[src/rtl/adcfifo_sync_ctrl.sv]
// Single-clock FIFO controller for the ADCFIFO LSRAM wrapper (SYNC=1, PIPE=1).
// Owns the RAM pointers and occupancy, and drives the flags and the read-valid strobe.
module adcfifo_sync_ctrl #(
  parameter int unsigned WIDTH      = 32,
  parameter int unsigned AWIDTH     = 7,
  parameter int unsigned RD_LATENCY = 2,
  parameter int unsigned AFULL_LVL  = 120,
  parameter int unsigned AEMPTY_LVL = 8
) (
  input  logic              CLOCK,
  input  logic              RESET,
  input  logic              WE,
  input  logic [WIDTH-1:0]  WDATA_IN,
  input  logic              RE,
  output logic [WIDTH-1:0]  RDATA_OUT,
  output logic              RVALID,
  output logic              FULL,
  output logic              EMPTY,
  output logic              AFULL,
  output logic              AEMPTY,
  output logic [AWIDTH:0]   COUNT,
  output logic              OVERFLOW,
  output logic              UNDERFLOW,
  output logic [AWIDTH-1:0] RAM_WADDR,
  output logic [WIDTH-1:0]  RAM_WDATA,
  output logic              RAM_WEN,
  output logic [AWIDTH-1:0] RAM_RADDR,
  output logic              RAM_REN,
  input  logic [WIDTH-1:0]  RAM_RDATA
);

  localparam int unsigned CW    = AWIDTH + 1;
  localparam int unsigned DEPTH = 1 << AWIDTH;

  logic [AWIDTH:0]       wptr;
  logic [AWIDTH:0]       rptr;
  logic [AWIDTH:0]       count_next;
  logic                  push_ok;
  logic                  pop_ok;
  logic [RD_LATENCY-1:0] rv_pipe;

  // Request gating against last cycle's flags; reset blocks all RAM access.
  always_comb begin
    push_ok    = WE & ~FULL & ~RESET;
    pop_ok     = RE & ~EMPTY & ~RESET;
    count_next = COUNT;
    if (push_ok && !pop_ok) begin
      count_next = COUNT + CW'(1);
    end else if (pop_ok && !push_ok) begin
      count_next = COUNT - CW'(1);
    end
  end

  assign RAM_WADDR = wptr[AWIDTH-1:0];
  assign RAM_RADDR = rptr[AWIDTH-1:0];
  assign RAM_WDATA = WDATA_IN;
  assign RAM_WEN   = push_ok;
  assign RAM_REN   = pop_ok;
  assign RDATA_OUT = RAM_RDATA;
  assign RVALID    = rv_pipe[RD_LATENCY-1];

  // Pointers, occupancy and flags; flags follow count_next so they track COUNT.
  always_ff @(posedge CLOCK) begin
    if (RESET) begin
      wptr      <= '0;
      rptr      <= '0;
      COUNT     <= '0;
      FULL      <= 1'b0;
      EMPTY     <= 1'b1;
      AFULL     <= 1'b0;
      AEMPTY    <= 1'b1;
      OVERFLOW  <= 1'b0;
      UNDERFLOW <= 1'b0;
      rv_pipe   <= '0;
    end else begin
      if (push_ok) wptr <= wptr + CW'(1);
      if (pop_ok)  rptr <= rptr + CW'(1);
      COUNT     <= count_next;
      FULL      <= (count_next == CW'(DEPTH));
      EMPTY     <= (count_next == '0);
      AFULL     <= (count_next >= CW'(AFULL_LVL));
      AEMPTY    <= (count_next <= CW'(AEMPTY_LVL));
      OVERFLOW  <= WE & FULL;
      UNDERFLOW <= RE & EMPTY;
      rv_pipe   <= RD_LATENCY'({rv_pipe, pop_ok});
    end
  end

endmodule

[config.mk]
export PLATFORM = sky130hd
export DESIGN_NAME = adcfifo_sync_ctrl
export DESIGN_NICKNAME = d
export VERILOG_FILES = /design/src/rtl/adcfifo_sync_ctrl.sv
export SDC_FILE = /design/constraint.sdc
export NUM_CORES = 1
export LEC_CHECK = 0
export CAP_MARGIN = 20
export CORE_MARGIN = 8
export CORE_UTILIZATION = 25
export CTS_BUF_LIST = sky130_fd_sc_hd__clkbuf_4 sky130_fd_sc_hd__clkbuf_8
export DETAILED_ROUTE_END_ITERATION = 10
export GPL_TIMING_DRIVEN = 0
export PLACE_DENSITY = 0.65
export SYNTH_ARGS = -nofsm -noshare
export SYNTH_HDL_FRONTEND = slang
export SYNTH_SLANG_ARGS = --single-unit
[constraint.sdc]
create_clock -name CLOCK -period 2.1 [get_ports CLOCK]
set_input_delay 0.315 -clock CLOCK [delete_from_list [all_inputs] [get_ports CLOCK]]
set_output_delay 0.315 -clock CLOCK [all_outputs]
set_load 0.01 [all_outputs]
# Yosys cells after proc, flatten, opt, wreduce, memory -nomap -nowiden
# Index checks and enable logic that the tools add are counted.
[classes] n_addsub=4 mul=0 n_div=0 magnitude_cmp=2 n_eq_ne=1 shift=0 n_mux=2 bitwise_logic=9 reduce_logical=5
[op_table] operator="adder 8 x 1 -> 8 bit, second input constant" n=3
[op_table] operator="two-way mux 8 bit" n=2
[op_table] operator="== test 8 bit, second input constant" n=1
[op_table] operator=">= comparator 8 x 7 -> 1 bit, second input constant" n=1
[op_table] operator="less-or-equal comparator 8 x 4 -> 1 bit, second input constant" n=1
[op_table] operator="logical NOT 8 bit" n=1
[op_table] operator="subtractor 8 x 1 -> 8 bit, second input constant" n=1
[op_table] operator="bitwise AND 1 bit" n=6
[op_table] operator="NOT 1 bit" n=3
[op_table] operator="logical AND 1 bit" n=2
[op_table] operator="logical NOT 1 bit" n=2
[word_totals] reg_bits=32 latchBits=0 mem_bits_rw=0 romBits=0 out_inout_bits=95 n_memories=0

# Longest topological paths before layout
# Gate-level depths: netlist (run 1).
[depth] depth_word=8 depth_mapped=8

# Least setup slack after synthesis (run 1)
# Ideal clock, no wire load.
[synth_path] path_kind="reg2reg" from="register EMPTY" to="register EMPTY" t_arrival_ns=1.826 required_time_ns=1.999 path_slack_ns=0.173 stages_incl_launch_ff=7 n_path_buf=0 cell_sequence="dfxtp_1 nor3b_2 nand2_1 o41ai_1 xnor2_1 nand3_1 o41ai_1"
[synth_via] elab_chain_len=7 word_cells_on_any_way=9
[synth_rtl] item="start: declaration" line_no="18" source="output logic EMPTY,"
[synth_rtl] item="start signal: assignment" line_no="80" source="EMPTY <= (count_next == '0);"
[synth_rtl] item="NOT 1 bit (*)" line_no="45" source="pop_ok = RE & ~EMPTY & ~RESET;"
[synth_rtl] item="bitwise AND 1 bit (*) (2 in series)" line_no="45"
[synth_rtl] item="net RAM_REN" line_no="28" source="output logic RAM_REN,"
[synth_rtl] item="logical AND 1 bit or logical NOT 1 bit (tied branches)" line_no="49, 47"
[synth_rtl] item="two-way mux 8 bit or logical AND 1 bit (tied branches)" line_no="49, 47"
[synth_rtl] item="two-way mux 8 bit (*)" line_no="47" source="if (push_ok && !pop_ok) begin"
[synth_rtl] item="logical NOT 8 bit (*)" line_no="80"
# The timed path passes the listed nets; every way through them passes the cells marked *.
# A chain may end at the register's enable or synchronous reset.

# Worst setup path in the final report (run 1)
[layout_path] from="register COUNT[1]" to="register FULL"
[layout_via] elab_chain_len=4 word_cells_on_any_way=5
[layout_rtl] item="start: declaration" line_no="21" source="output logic [AWIDTH:0] COUNT,"
[layout_rtl] item="start signal: assignment" line_no="78" source="COUNT <= count_next;"
[layout_rtl] item="subtractor 8 x 1 -> 8 bit" line_no="50" source="count_next = COUNT - CW'(1);"
[layout_rtl] item="two-way mux 8 bit" line_no="49" source="end else if (pop_ok && !push_ok) begin"
[layout_rtl] item="two-way mux 8 bit (*)" line_no="47"
[layout_rtl] item="== test 8 bit (*)" line_no="79" source="FULL <= (count_next == CW'(DEPTH));"
[layout_rtl] item="end signal: assignment" line_no="79"
[layout_rtl] item="end: declaration" line_no="17" source="output logic FULL,"
# Mark *: on every way between the ends. The rest lies on a longest branch, timed or not.

==> flow_metrics.env, run 1 <==
export IMPL_path_cells="or4_4 > nor4b_4 > a22oi_2 > xnor2_2 > and2_4 > nor4b_4"
export IMPL_drc=0
export IMPL_maxCapViolCount=0
export IMPL_startpoint="COUNT[1]"
export IMPL_synth_cell_types=39
export IMPL_clock_path_buffers=2
export IMPL_ant_nets=0
export IMPL_cpPeakStageDelay_ps=540
export IMPL_cts_root_buffer="clkbuf_8"
export IMPL_timing_hold_ws_ps=401
export IMPL_critPathMaxFanout=5
export IMPL_syn_avg_cell_area_um2=8.91
export IMPL_place_ws_ps=-693
export IMPL_area_growth_pct=69.7
export IMPL_ys_ff_latch=30
export IMPL_wl_per_cell_um=13.3
export IMPL_slew_viol_final=0
export IMPL_synth_nets=286
export IMPL_vias=1767
export IMPL_ir_worst_vdd_uv=325
export IMPL_viasPerCell=4.12
export IMPL_dr_pass1_iters=4
export IMPL_p_sw_share_pct=27.9
export IMPL_synth_area_leader_cell="dfxtp_1"
export IMPL_gp_congestion=0.781
export IMPL_internal_power_uw=1190
export IMPL_diodes=0
export IMPL_ys_top_cells_by_area="dfxtp_1, buf_4, xor2_1"
export IMPL_clkSinkCount=30
export IMPL_cts_made_buffers=5
export IMPL_setup_tns_ps=0
export IMPL_final_nets=400
export IMPL_p_sw_uw=461
export IMPL_synth_top_cell_area_share_pct=31.5
export IMPL_synth_area_mm2=0.00191
export IMPL_clock_skew_ps=5.13
export IMPL_antenna_found_initial=0
export IMPL_grt_pass1_vias=1814
export IMPL_final_cell_mix="clkdlybuf4s50_1, buf_4, dfxtp_1, nor2_1, xor2_1"
export IMPL_seq_area_frac_synth_pct=31.5
export IMPL_worst_slew_pin_slew_ps=592
export IMPL_start_util_pct=25.2
export IMPL_r2r_start="COUNT[1]"
export IMPL_routed_wirelength_mm=5.71
export IMPL_rsz0062_at_grt="true"
export IMPL_whs_path_depth=2
export IMPL_crit_type="flop to flop"
export IMPL_finalCritPeriodShare_pct=98.7
export IMPL_setup_ws_ps=27.8
export IMPL_postCtsHoldBufs=0
export IMPL_rows=32
export IMPL_grt_max_degree=11
export IMPL_arrival_ps=2260
export IMPL_die_h_um=103
export IMPL_power_density_mw_per_mm2=509
export IMPL_io_buffers=98
export IMPL_final_common_cell="clkdlybuf4s50_1"
export IMPL_layout_drive_gt1_share_pct=30.6
export IMPL_dp_cells=414
export IMPL_period_minus_slack_ps=2070
export IMPL_synth_warnings=0
export IMPL_core_area_mm2=0.00757
export IMPL_clkPwrFrac_pct=27.4
export IMPL_slowest_stage="or4_4"
export IMPL_cp_common_cell="nor4b_4"
export IMPL_drtIter0Drc=44
export IMPL_slew_headroom_pct=60.4
export IMPL_cp_end_kind="flop"
export IMPL_cts_tree="yes"
export IMPL_finalNonFillerCells=429
export IMPL_gr_total_overflow=0
export IMPL_ios=163
export IMPL_seq_power_share_pct=39.0
export IMPL_outcome="finished clean"
export IMPL_cp_data_required_time_ps=2290
export IMPL_cts_clk_slew_worst_paths_ps=60
export IMPL_grt_pass1_wl_mm=8.06
export IMPL_fmax_mhz=483
export IMPL_h_tree_depth=2
export IMPL_finalCoreUtilization_pct=42.8
export IMPL_hold_start="RE"
export IMPL_synthCells=214
export IMPL_gr_usage_all_layers_pct=9.61
export IMPL_worstSetupStartpointType="flop"
export IMPL_leakage_uw=0.00138
export IMPL_dieWidth_um=103
export IMPL_hold_violations=0
export IMPL_hp_class="input pin to flop"
export IMPL_reg2reg_depth=6
export IMPL_setup_violations=0
export IMPL_combPwrFrac_pct=33.7
export IMPL_post_dp_hpwl_mm=4.69
export IMPL_clkLatencyLatePin_ps=270
export IMPL_dieArea_mm2=0.0107
## critical path, delay by kind of cell, from the launching register on
family / cells / cell delay [ps]
DFF: 1 / 360
and+or+nand+nor: 4 / 1260
xor gates and xnor gates: 1 / 260
AOI/OAI and AO/OA: 1 / 120
## synthesized netlist by cell type
| master | number |
|---|---|
| buf_4 | 64 |
| dfxtp_1 | 30 |
| nor2_1 | 19 |
| xor2_1 | 13 |
| nand2_1 | 12 |
| xnor2_1 | 7 |
| nand3_1 | 6 |
| nand4_1 | 6 |
| nor2b_1 | 5 |
| ha_1 | 4 |
| inv_1 | 4 |
| a21oi_1 | 3 |
| and2_1 | 3 |
| and3_1 | 3 |
| and4_1 | 3 |
| clkbuf_1 | 3 |
| buf_2 | 2 |
| mux2i_1 | 2 |
| nand2b_1 | 2 |
| nor3b_1 | 2 |
| nor3b_2 | 2 |
| o41ai_1 | 2 |
| a21boi_0 | 1 |
| a21oi_2 | 1 |
| a22oi_2 | 1 |
| a31oi_1 | 1 |
| a32o_1 | 1 |
| a41o_1 | 1 |
| and2_4 | 1 |
| and4_2 | 1 |
| nor3_1 | 1 |
| nor4b_2 | 1 |
| nor4b_4 | 1 |
| o211ai_1 | 1 |
| o21ai_0 | 1 |
| o22ai_1 | 1 |
| o41ai_2 | 1 |
| or4_4 | 1 |
| xnor2_2 | 1 |
## logic make-up after synthesis
logic type	after synthesis	share of synthesized area, %
AOI/OAI and AO/OA	15	6.43
xor gates and xnor gates	21	10.0
adders and majority gates	4	2.62
buffers and inverters	73	27.1
DFF	30	31.5
muxes	2	1.05
and+or+nand+nor	69	21.3
## repair_timing
action | in CTS | in global routing
endpoints found under the setup margin | 6 | 4
gates resized for setup | 13 | 8
setup buffers | 2 | 7
pin swaps | 2 | 6
## path summary, 6_finish.rpt
| path | to | slack [ps] |
|---|---|---|
| hold reg to reg | rv_pipe[1] | 440 |
| setup reg to reg | FULL | 30 |
| hold / removal | UNDERFLOW | 400 |
| setup / recovery | FULL | 30 |
## power by group through the flow
stage                     clock [uW]  sequential [uW]  combinational [uW]
after floorplan                    0              662                 272
after global placement             0              654                 516
after detailed placement           0              654                 523
after CTS                        474              645                 541
after global routing             490              649                 600
final                            451              643                 555
## through the flow
stage	cell area (um^2)	power, uW
2_1_floorplan	1910	934
4_1_cts	3160	1660
3_5_place_dp	3020	1180
5_1_grt	3240	1740
3_3_place_gp	3020	1170
6_report	3240	1650
## state kept, by name (all words and copies together), names as in the netlist
| register | count |
|---|---|
| UNDERFLOW | 1 |
| rptr | 7 |
| rv_pipe | 2 |
| FULL | 1 |
| OVERFLOW | 1 |
| EMPTY | 1 |
| wptr | 7 |
| COUNT | 8 |
| AEMPTY | 1 |
| AFULL | 1 |
## metal layers
| layer | wire length [um] | GRT usage, % |
|---|---|---|
| met5 | 0 | 0 |
| met4 | 29 | 2.67 |
| met2 | 2790 | 15.9 |
| met1 | 2040 | 9.70 |
| met3 | 845 | 6.36 |
## cell type report
class                           count  area (um^2)
Buffer                             69          508
Clock buffer                        6         82.6
Tap cell                          102          128
Inverter                            4         15.0
Timing Repair Buffer              107         1050
Multi-Input combinational cell    111          846
Fill cell                         745         4330
Sequential cell                    30          609
No activity file was read; power rests on OpenSTA's default activity.
==> run 2, diff against run 1 <==
--- a/config.mk
+++ b/config.mk
@@ -11,6 +11,7 @@
 export CTS_BUF_LIST = sky130_fd_sc_hd__clkbuf_4 sky130_fd_sc_hd__clkbuf_8
 export DETAILED_ROUTE_END_ITERATION = 10
 export GPL_TIMING_DRIVEN = 0
+export HOLD_SLACK_MARGIN = 0.08
 export PLACE_DENSITY = 0.65
 export SYNTH_ARGS = -nofsm -noshare
 export SYNTH_HDL_FRONTEND = slang
==> results of run 2 <==
The final DEF is identical to that of run 1; final timing and power are the same.
==> patch (settings of run 2) <==
Remove the register `OVERFLOW`: a continuous assignment takes its place, so the output `OVERFLOW` follows one clock earlier.
--- a/src/rtl/adcfifo_sync_ctrl.sv
+++ b/src/rtl/adcfifo_sync_ctrl.sv
@@ -69,7 +69,6 @@
       EMPTY     <= 1'b1;
       AFULL     <= 1'b0;
       AEMPTY    <= 1'b1;
-      OVERFLOW  <= 1'b0;
       UNDERFLOW <= 1'b0;
       rv_pipe   <= '0;
     end else begin
@@ -80,11 +79,12 @@
       EMPTY     <= (count_next == '0);
       AFULL     <= (count_next >= CW'(AFULL_LVL));
       AEMPTY    <= (count_next <= CW'(AEMPTY_LVL));
-      OVERFLOW  <= WE & FULL;
       UNDERFLOW <= RE & EMPTY;
       rv_pipe   <= RD_LATENCY'({rv_pipe, pop_ok});
     end
   end
 
+  assign OVERFLOW = WE & FULL;
+
 endmodule
 
Behaviour: same outputs for any inputs over 10 cycles, from zero or initial values and one cycle with RESET high; that may be too few to reach the edited logic, so the function may still have changed.
==> patch against run 2 <==
Maximum frequency is 6.0% higher. Synthesized cell count grew 0.47%. Area after synthesis down 3.5%. Setup slack improved by 0.12 ns. Highest routed layer unchanged. Largest power group unchanged. Critical endpoint is now AEMPTY. Critical path depth unchanged. Cell count decreased by 0.93%. Final area down 3.9%. Die area decreased by 2.9%. Sequential cell count down 1. Power grew 5.6%. Largest cell class unchanged. Worst hold slack better by 0.0042 ns. Critical path type unchanged. Routed wire length fell by 3.9%.
==> patch: results (changes against run 2) <==
outcome=complete, no violations (unchanged); flop-to-flop setup slack=0.15 ns (was 0.03 ns); detailed-route via count=1757 (was 1767); cell family with most CP delay=compound AO/OA/AOI/OAI gates (was simple AND/OR/NAND/NOR gates); first-pass GRT wire length=8060 um (unchanged); Net Sw Power=0.499 mW (was 0.461 mW); hpwl dp=4570 um (was 4690 um); Top Metal Used=met4 (unchanged); met2 WL=2550 um (was 2790 um); CP max stage delay=0.47 ns (was 0.54 ns); mux cell area share after synthesis=0 (was 0.0105); depth of the worst hold-timing path=2 (unchanged); met3 Use GR=0.0674 (was 0.0636); adder-cell share of the synthesized area=0.0272 (was 0.0262); NumNets Final=397 (was 400); vias per cell=4.13 (was 4.12); syn nets=287 (was 286); worst slack at placement=-0.351 ns (was -0.693 ns); area fraction in compound gates after synthesis=0.0653 (was 0.0643); Post-DP Area=2950 um2 (was 3020 um2); FF-to-FF Start=EMPTY (was COUNT[1]); GRT met2 Usage=0.156 (was 0.159); Clk pwr share=0.287 (was 0.274); Slew @ Worst Pin=0.518 ns (was 0.592 ns); Min Hold Slack=0.405 ns (was 0.401 ns); post-synth cell types=40 (was 39); leakage power=1.31 nW (was 1.38 nW); M1 WL=1900 um (was 2040 um); crit path max-delay cell type=dfxtp_1 (was or4_4); CP Max Fanout=7 (was 5); Clock Power=0.500 mW (was 0.451 mW); Clock Pin Slew Worst Setup and Hold Paths=0.07 ns; Avg Cell Area, Syn=8.56 um2 (was 8.91 um2); dpl cells=412 (was 414); Seq/Total Area, Yosys=0.315 (about the same); met1 Usage GRT=0.0952 (was 0.0970); GPL Wtd Cong=0.856 (was 0.781); Critical R2R Capture=AEMPTY (was FULL); WL met3=958 um (was 845 um); hold path endpoint=rv_pipe[0] (was UNDERFLOW); Arrival @ worst endpoint=2.13 ns (was 2.26 ns); total track usage=0.0964 (was 0.0961); largest net degree at the start of global routing=11 (unchanged); drt total wl=5480 um (was 5710 um); Comb power=0.600 mW (was 0.555 mW)
==> patch: changes by cell type after synthesis, sizes merged, moves of 3 or more <==
cell   before  now
and2        4    1
nand2      12   15
nor2b       5    8
o41ai       3    0
xor2       13   10
==> patch: final cells by class <==
type	count	area [um2]
sequential	29	581
fill	719	4070
tap	99	124
multi-input combinational	112	756
buffer	69	508
inverter	5	18.8
clock buffer	7	96.3
timing repair buffer	103	1020
clock inverter	1	5.00
==> patch: repair_timing <==
action | in CTS | in global routing
resized for setup | 2 | 5
endpoints found under the setup margin | 6 | 5
pin swaps | 2 | 4
cloned | 0 | 0
buffers inserted | 3 | 2
==> patch: worst max-delay path by stage <==
stage	startpoint	end	slack, ns	depth (start not counted)
final	EMPTY	AEMPTY	0.15	6
after global routing	EMPTY	AEMPTY	0.006	6
after CTS	WE	EMPTY	0.005	8
after detailed placement	RESET	EMPTY	-0.35	7
after global placement	RESET	EMPTY	-0.35	7
after floorplan	FULL	EMPTY	0.32	7
